<file path="src/rtl/fc_layer_stream.sv">
// fc_layer_stream: runtime-loadable fully-connected layer, y = act(W*x + b).
// Weights and biases arrive on a load stream, x elements on an input stream,
// and results leave on an output stream, all valid/ready.
// P lanes compute P output rows at once; each group of rows takes N+2 cycles
// to the first result, then drains one lane per output handshake.
// Build option: define FC_RELU_EN to clamp negative results to zero (ReLU);
// leave it undefined for a plain linear layer.
module fc_layer_stream #(
  parameter int M    = 8,
  parameter int N    = 4,
  parameter int T    = 16,
  parameter int P    = 2,
  parameter int FRAC = 0
) (
  input  logic                clk,
  input  logic                reset,
  input  logic                w_valid,
  output logic                w_ready,
  input  logic signed [T-1:0] w_data,
  input  logic                reload,
  input  logic                input_valid,
  output logic                input_ready,
  input  logic signed [T-1:0] input_data,
  output logic                output_valid,
  input  logic                output_ready,
  output logic signed [T-1:0] output_data
);

  localparam int ACC_W = 2 * T + $clog2(N) + 1;
  localparam int G     = M / P;
  localparam int RW    = (M > 1) ? $clog2(M) : 1;
  localparam int XW    = $clog2(N);
  localparam int CW    = $clog2(N + 1);
  localparam int GW    = (G > 1) ? $clog2(G) : 1;
  localparam int LW    = (P > 1) ? $clog2(P) : 1;

  typedef enum logic [1:0] {LOAD_W, LOAD_X, MAC, DRAIN} state_t;

  state_t                  state;
  logic [RW-1:0]           w_row;
  logic [XW-1:0]           w_col;
  logic                    bias_phase;
  logic [XW-1:0]           x_cnt;
  logic [GW-1:0]           g;
  logic [CW-1:0]           mac_cnt;
  logic [LW-1:0]           lane;
  logic signed [ACC_W-1:0] acc [P];
  logic signed [T-1:0]     w_rd [P];
  logic signed [T-1:0]     x_rd;
  logic signed [T-1:0]     w_mem [M][N];
  logic signed [T-1:0]     b_mem [M];
  logic signed [T-1:0]     x_mem [N];

  logic w_fire, x_fire, reload_take;

  assign w_fire      = w_valid && w_ready;
  assign reload_take = reload && (x_cnt == '0);
  assign x_fire      = input_valid && input_ready && !reload_take;

  // Output row handled by lane p while working on group gi.
  function automatic logic [RW-1:0] row_of(input logic [GW-1:0] gi, input int p);
    return RW'(int'(gi) * P + p);
  endfunction

  // Bias aligned to the accumulator's binary point.
  function automatic logic signed [ACC_W-1:0] bias_ext(input logic signed [T-1:0] b);
    logic signed [ACC_W-1:0] e;
    e = {{(ACC_W-T){b[T-1]}}, b};
    return e <<< FRAC;
  endfunction

  // Full-precision product, sign-extended to accumulator width.
  function automatic logic signed [ACC_W-1:0] term(input logic signed [T-1:0] a,
                                                   input logic signed [T-1:0] b);
    logic signed [2*T-1:0] pr;
    pr = $signed({{T{a[T-1]}}, a}) * $signed({{T{b[T-1]}}, b});
    return {{(ACC_W-2*T){pr[2*T-1]}}, pr};
  endfunction

  // Rescale, saturate to T bits and apply the optional activation.
  function automatic logic signed [T-1:0] finish(input logic signed [ACC_W-1:0] a);
    logic signed [ACC_W-1:0] s;
    logic signed [T-1:0]     r;
    s = a >>> FRAC;
    if ((&s[ACC_W-1:T-1]) || !(|s[ACC_W-1:T-1])) r = s[T-1:0];
    else if (s[ACC_W-1])                         r = {1'b1, {(T-1){1'b0}}};
    else                                         r = {1'b0, {(T-1){1'b1}}};
`ifdef FC_RELU_EN
    if (r[T-1]) r = '0;
`endif
    return r;
  endfunction

  // Storage writes and synchronous operand reads; contents survive reset.
  always_ff @(posedge clk) begin
    if (reset && w_fire && !bias_phase) w_mem[w_row][w_col] <= w_data;
    if (reset && w_fire && bias_phase)  b_mem[w_row] <= w_data;
    if (reset && x_fire)                x_mem[x_cnt] <= input_data;
    if (state == MAC && mac_cnt < CW'(N)) begin
      x_rd <= x_mem[mac_cnt[XW-1:0]];
      for (int p = 0; p < P; p++) w_rd[p] <= w_mem[row_of(g, p)][mac_cnt[XW-1:0]];
    end
  end

  // Control FSM: load, accumulate per group, drain lanes in order.
  always_ff @(posedge clk) begin
    if (!reset) begin
      state        <= LOAD_W;
      w_ready      <= 1'b1;
      input_ready  <= 1'b0;
      output_valid <= 1'b0;
      output_data  <= '0;
      w_row        <= '0;
      w_col        <= '0;
      bias_phase   <= 1'b0;
      x_cnt        <= '0;
      g            <= '0;
      mac_cnt      <= '0;
      lane         <= '0;
      for (int p = 0; p < P; p++) acc[p] <= '0;
    end else begin
      case (state)
        LOAD_W: begin
          if (w_fire) begin
            if (!bias_phase) begin
              if (w_col == XW'(N - 1)) begin
                w_col <= '0;
                if (w_row == RW'(M - 1)) begin
                  w_row      <= '0;
                  bias_phase <= 1'b1;
                end else begin
                  w_row <= w_row + RW'(1);
                end
              end else begin
                w_col <= w_col + XW'(1);
              end
            end else if (w_row == RW'(M - 1)) begin
              w_row       <= '0;
              bias_phase  <= 1'b0;
              w_ready     <= 1'b0;
              input_ready <= 1'b1;
              x_cnt       <= '0;
              state       <= LOAD_X;
            end else begin
              w_row <= w_row + RW'(1);
            end
          end
        end
        LOAD_X: begin
          if (reload_take) begin
            state       <= LOAD_W;
            w_ready     <= 1'b1;
            input_ready <= 1'b0;
            w_row       <= '0;
            w_col       <= '0;
            bias_phase  <= 1'b0;
          end else if (x_fire) begin
            if (x_cnt == XW'(N - 1)) begin
              x_cnt       <= '0;
              input_ready <= 1'b0;
              g           <= '0;
              mac_cnt     <= '0;
              state       <= MAC;
              for (int p = 0; p < P; p++) acc[p] <= bias_ext(b_mem[row_of('0, p)]);
            end else begin
              x_cnt <= x_cnt + XW'(1);
            end
          end
        end
        MAC: begin
          if (mac_cnt != '0)
            for (int p = 0; p < P; p++) acc[p] <= acc[p] + term(w_rd[p], x_rd);
          if (mac_cnt == CW'(N)) begin
            state <= DRAIN;
            lane  <= '0;
          end
          mac_cnt <= mac_cnt + CW'(1);
        end
        DRAIN: begin
          if (!output_valid) begin
            output_valid <= 1'b1;
            output_data  <= finish(acc[lane]);
          end else if (output_ready) begin
            if (lane == LW'(P - 1)) begin
              output_valid <= 1'b0;
              if (g == GW'(G - 1)) begin
                g           <= '0;
                x_cnt       <= '0;
                input_ready <= 1'b1;
                state       <= LOAD_X;
              end else begin
                g       <= g + GW'(1);
                mac_cnt <= '0;
                state   <= MAC;
                for (int p = 0; p < P; p++) acc[p] <= bias_ext(b_mem[row_of(g + GW'(1), p)]);
              end
            end else begin
              lane        <= lane + LW'(1);
              output_data <= finish(acc[lane + LW'(1)]);
            end
          end
        end
        default: state <= LOAD_W;
      endcase
    end
  end

endmodule

</file>
<file path="config.mk">
export PLATFORM = sky130hd
export DESIGN_NAME = fc_layer_stream
export DESIGN_NICKNAME = d
export VERILOG_FILES = /design/src/rtl/fc_layer_stream.sv
export SDC_FILE = /design/constraint.sdc
export NUM_CORES = 2
export LEC_CHECK = 0
export BUFFER_PORTS_ARGS = -buffer_cell sky130_fd_sc_hd__buf_2
export CORE_UTILIZATION = 40
export CTS_BUF_LIST = sky130_fd_sc_hd__clkbuf_8 sky130_fd_sc_hd__clkbuf_16
export CTS_CLUSTER_DIAMETER = 80
export DETAILED_ROUTE_END_ITERATION = 8
export GPL_ROUTABILITY_DRIVEN = 0
export SLEW_MARGIN = 40
export SYNTH_ARGS = -nofsm -noshare
export SYNTH_HDL_FRONTEND = slang
export SYNTH_SLANG_ARGS = --single-unit
</file>
<file path="constraint.sdc">
create_clock -name clk -period 8.4 [get_ports clk]
set_clock_uncertainty 0.2 [all_clocks]
set_input_delay 0.84 -clock clk [delete_from_list [all_inputs] [get_ports clk]]
set_output_delay 0.84 -clock clk [all_outputs]
set_load 0.1 [all_outputs]
</file>
==> reports/qor.csv <==
metric,value,unit
start_util,0.403,
combPwrFrac,0.058,
cts_root_buf,clkbuf_16,
register_area,0.0255,sq mm
required,8.55,ns
grt_usage,0.195,
postLayoutCoreUtil,0.445,
cp-end-kind,flip-flop,
die_w,377,microns
grt_pass1_vias,33865,
fp.coreArea,0.140,sq mm
fp.dieH,377,microns
tns,0,ns
max-cap-violations,0,
max_freq,135,MHz
clkPwrFrac,0.440,
yosysUniqueCellTypes,72,
multi_input_area,0.0274,sq mm
seq_area_frac_synth,0.453,
grt_overflow,0,
grt_first_pass_wirelength,208000,microns
synth_area_per_cell,13.9,sq um
ctsHoldBuffers,0,
layout-drive-gt1-share,0.130,
rsz0062_at_grt,false,
via_per_inst,5.16,
antenna_found_initial,15,
drc,0,
ios,57,
post-route-period-util,0.881,
synthFlopType,edfxtp_1,
total_power,9420,uW
portBuffers,56,
synth_edf_count,822,
async_flop_share,0,
routed_wl,134000,microns
setup_viol,0,
power_density,152,mW/mm^2
synthCells,4052,
cts_resized,0,
post-dp-hpwl,98700,microns
syn_nets,4931,
h-tree-depth,3,
cts_tree,built,
cts_made_buffers,94,
dieArea,0.142,sq mm
cts.path.max_buffers,3,
ys_seq_elements,860,
drt-pass1-iter-count,5,
num_rows,137,
critPathMaxFanout,22,
p_int,7310,uW
nNetsFinal,4999,
crit_arrival,7.55,ns
power_switching,2110,uW
drtIter0Drc,2220,
layout_common_cells,"edfxtp_1, inv_1, fa_1, nand2_1, and2_1",
num_vias,31307,
ir_drop,154,uV
final_max_slew_viol_count,0,
slew_headroom,0.383,
cts.sinks,860,
hold_ws,0.177,ns
syn_to_final_growth,10.5,%
mostFrequentLayoutCell,edfxtp_1,
routedWlPerCell,22.0,microns
power_frac_seq,0.502,
post_cts_buffers,0,
max_slew.worst_pin.slew,0.926,ns
hold_violations,0,
antenna_left,0,
critPathKind,flip-flop to flip-flop,
grt_max_degree,71,
synth_area,0.0562,sq mm
crit_path_start_kind,flip-flop,
fin_crit,7.40,ns
clk_latency,0.71,ns
ys_warn_count,0,
status,completed,
p_leak,0.0247,uW
p_sw_frac,0.224,
path_clk_slew,0.06,ns
min_path_type,input port to flip-flop,
nFillCells,12462,
[critical path, stage by stage, from the launching register on]
cell and delay, ns:
edfxtp_1 0.64, buf_4 0.38, nand2_1 0.14, fa_1 0.55, inv_1 0.06, fa_1 0.39, inv_1 0.09, fa_1 0.42
inv_1 0.09, fa_1 0.41, fa_1 0.51, inv_1 0.05, fa_1 0.47, inv_1 0.04, ha_1 0.34, and3_1 0.17
a221oi_1 0.47, nand3b_1 0.14, a21oi_1 0.22, and4b_1 0.24, or2_1 0.28, a41o_1 0.29, o21ai_1 0.17, mux2i_1 0.19
o311ai_1 0.11
[area by class of cell]
cell class	instances	area share
diodes	1	0.0000403
flip-flops and latches	860	0.410
clock inverters	77	0.0126
inverters	732	0.0443
repair buffers	146	0.0165
clock buffers	94	0.0379
well taps	1876	0.0378
multi-input cells	2286	0.441
[routing by layer]
metal | vias up | wire (microns) | global-route usage
met4 | 14 | 3520 | 0.0562
met3 | 196 | 7740 | 0.0332
met1 | 16426 | 58700 | 0.272
met2 | 806 | 63600 | 0.313
li1 | 13865 | - | -
met5 | - | 77 | 0
[power by group through the flow]
stage	combinational, uW	clock (uW)	sequential [uW]
after floorplan	360	0	4810
after global placement	541	0	4820
after detailed placement	547	0	4820
after CTS	552	4230	4730
after global routing	616	4390	4730
final	548	4140	4730
[through the flow]
| step | std cells | instance area (sq um) | worst slack, ns |
|---|---|---|---|
| detailed placement | 5896 | 58900 | 0.768 |
| finish | 6072 | 62100 | 0.997 |
| global route | 6071 | 62100 | 0.611 |
| global placement | 5894 | 58800 | 0.870 |
| floorplan | 4052 | 56200 | 1.66 |
| CTS | 6067 | 62000 | 0.701 |
[worst paths after layout]
kind	start	endpoint	slack, ns	cells after the start
max reg2reg	x_rd[8]	acc[0][33]	1.0	24
min	input_data[7]	x_mem[1][7]	0.18	1
max	x_rd[8]	acc[0][33]	1.0	24
min reg2reg	w_ready	w_ready	0.30	2
[cell usage after synthesis (22+ instances only)]
cell type / number / area, sq um
a21o_1: 33 / 248
a21oi_1: 75 / 375
a22oi_1: 24 / 180
and2_1: 256 / 1600
buf_1: 25 / 93.8
clkbuf_1: 143 / 537
dfxtp_1: 38 / 761
edfxtp_1: 822 / 24700
fa_1: 620 / 12400
ha_1: 221 / 2770
inv_1: 731 / 2740
mux4_2: 233 / 5250
nand2_1: 292 / 1100
nor2_1: 128 / 480
nor3_1: 22 / 110
o21ai_0: 90 / 450
xnor2_1: 37 / 324
xor2_1: 33 / 289
[cell families after synthesis]
family | after synthesis | share of synthesized area
compound gates | 309 | 0.0346
xor+xnor | 70 | 0.0109
fa+ha+maj | 841 | 0.270
buf+inv | 906 | 0.0608
flops | 860 | 0.453
mux | 260 | 0.0999
simple gates | 806 | 0.0709
[sequential cells by signal, summed over array words and instances (netlist names), 2 cells and up, named ones only]
signal	count
w_rd	32
w_col	2
x_mem	64
state	2
output_data	16
w_mem	512
x_rd	16
acc	70
g	2
b_mem	128
mac_cnt	3
x_cnt	2
w_row	3
Power figures use the tool's default switching activity.
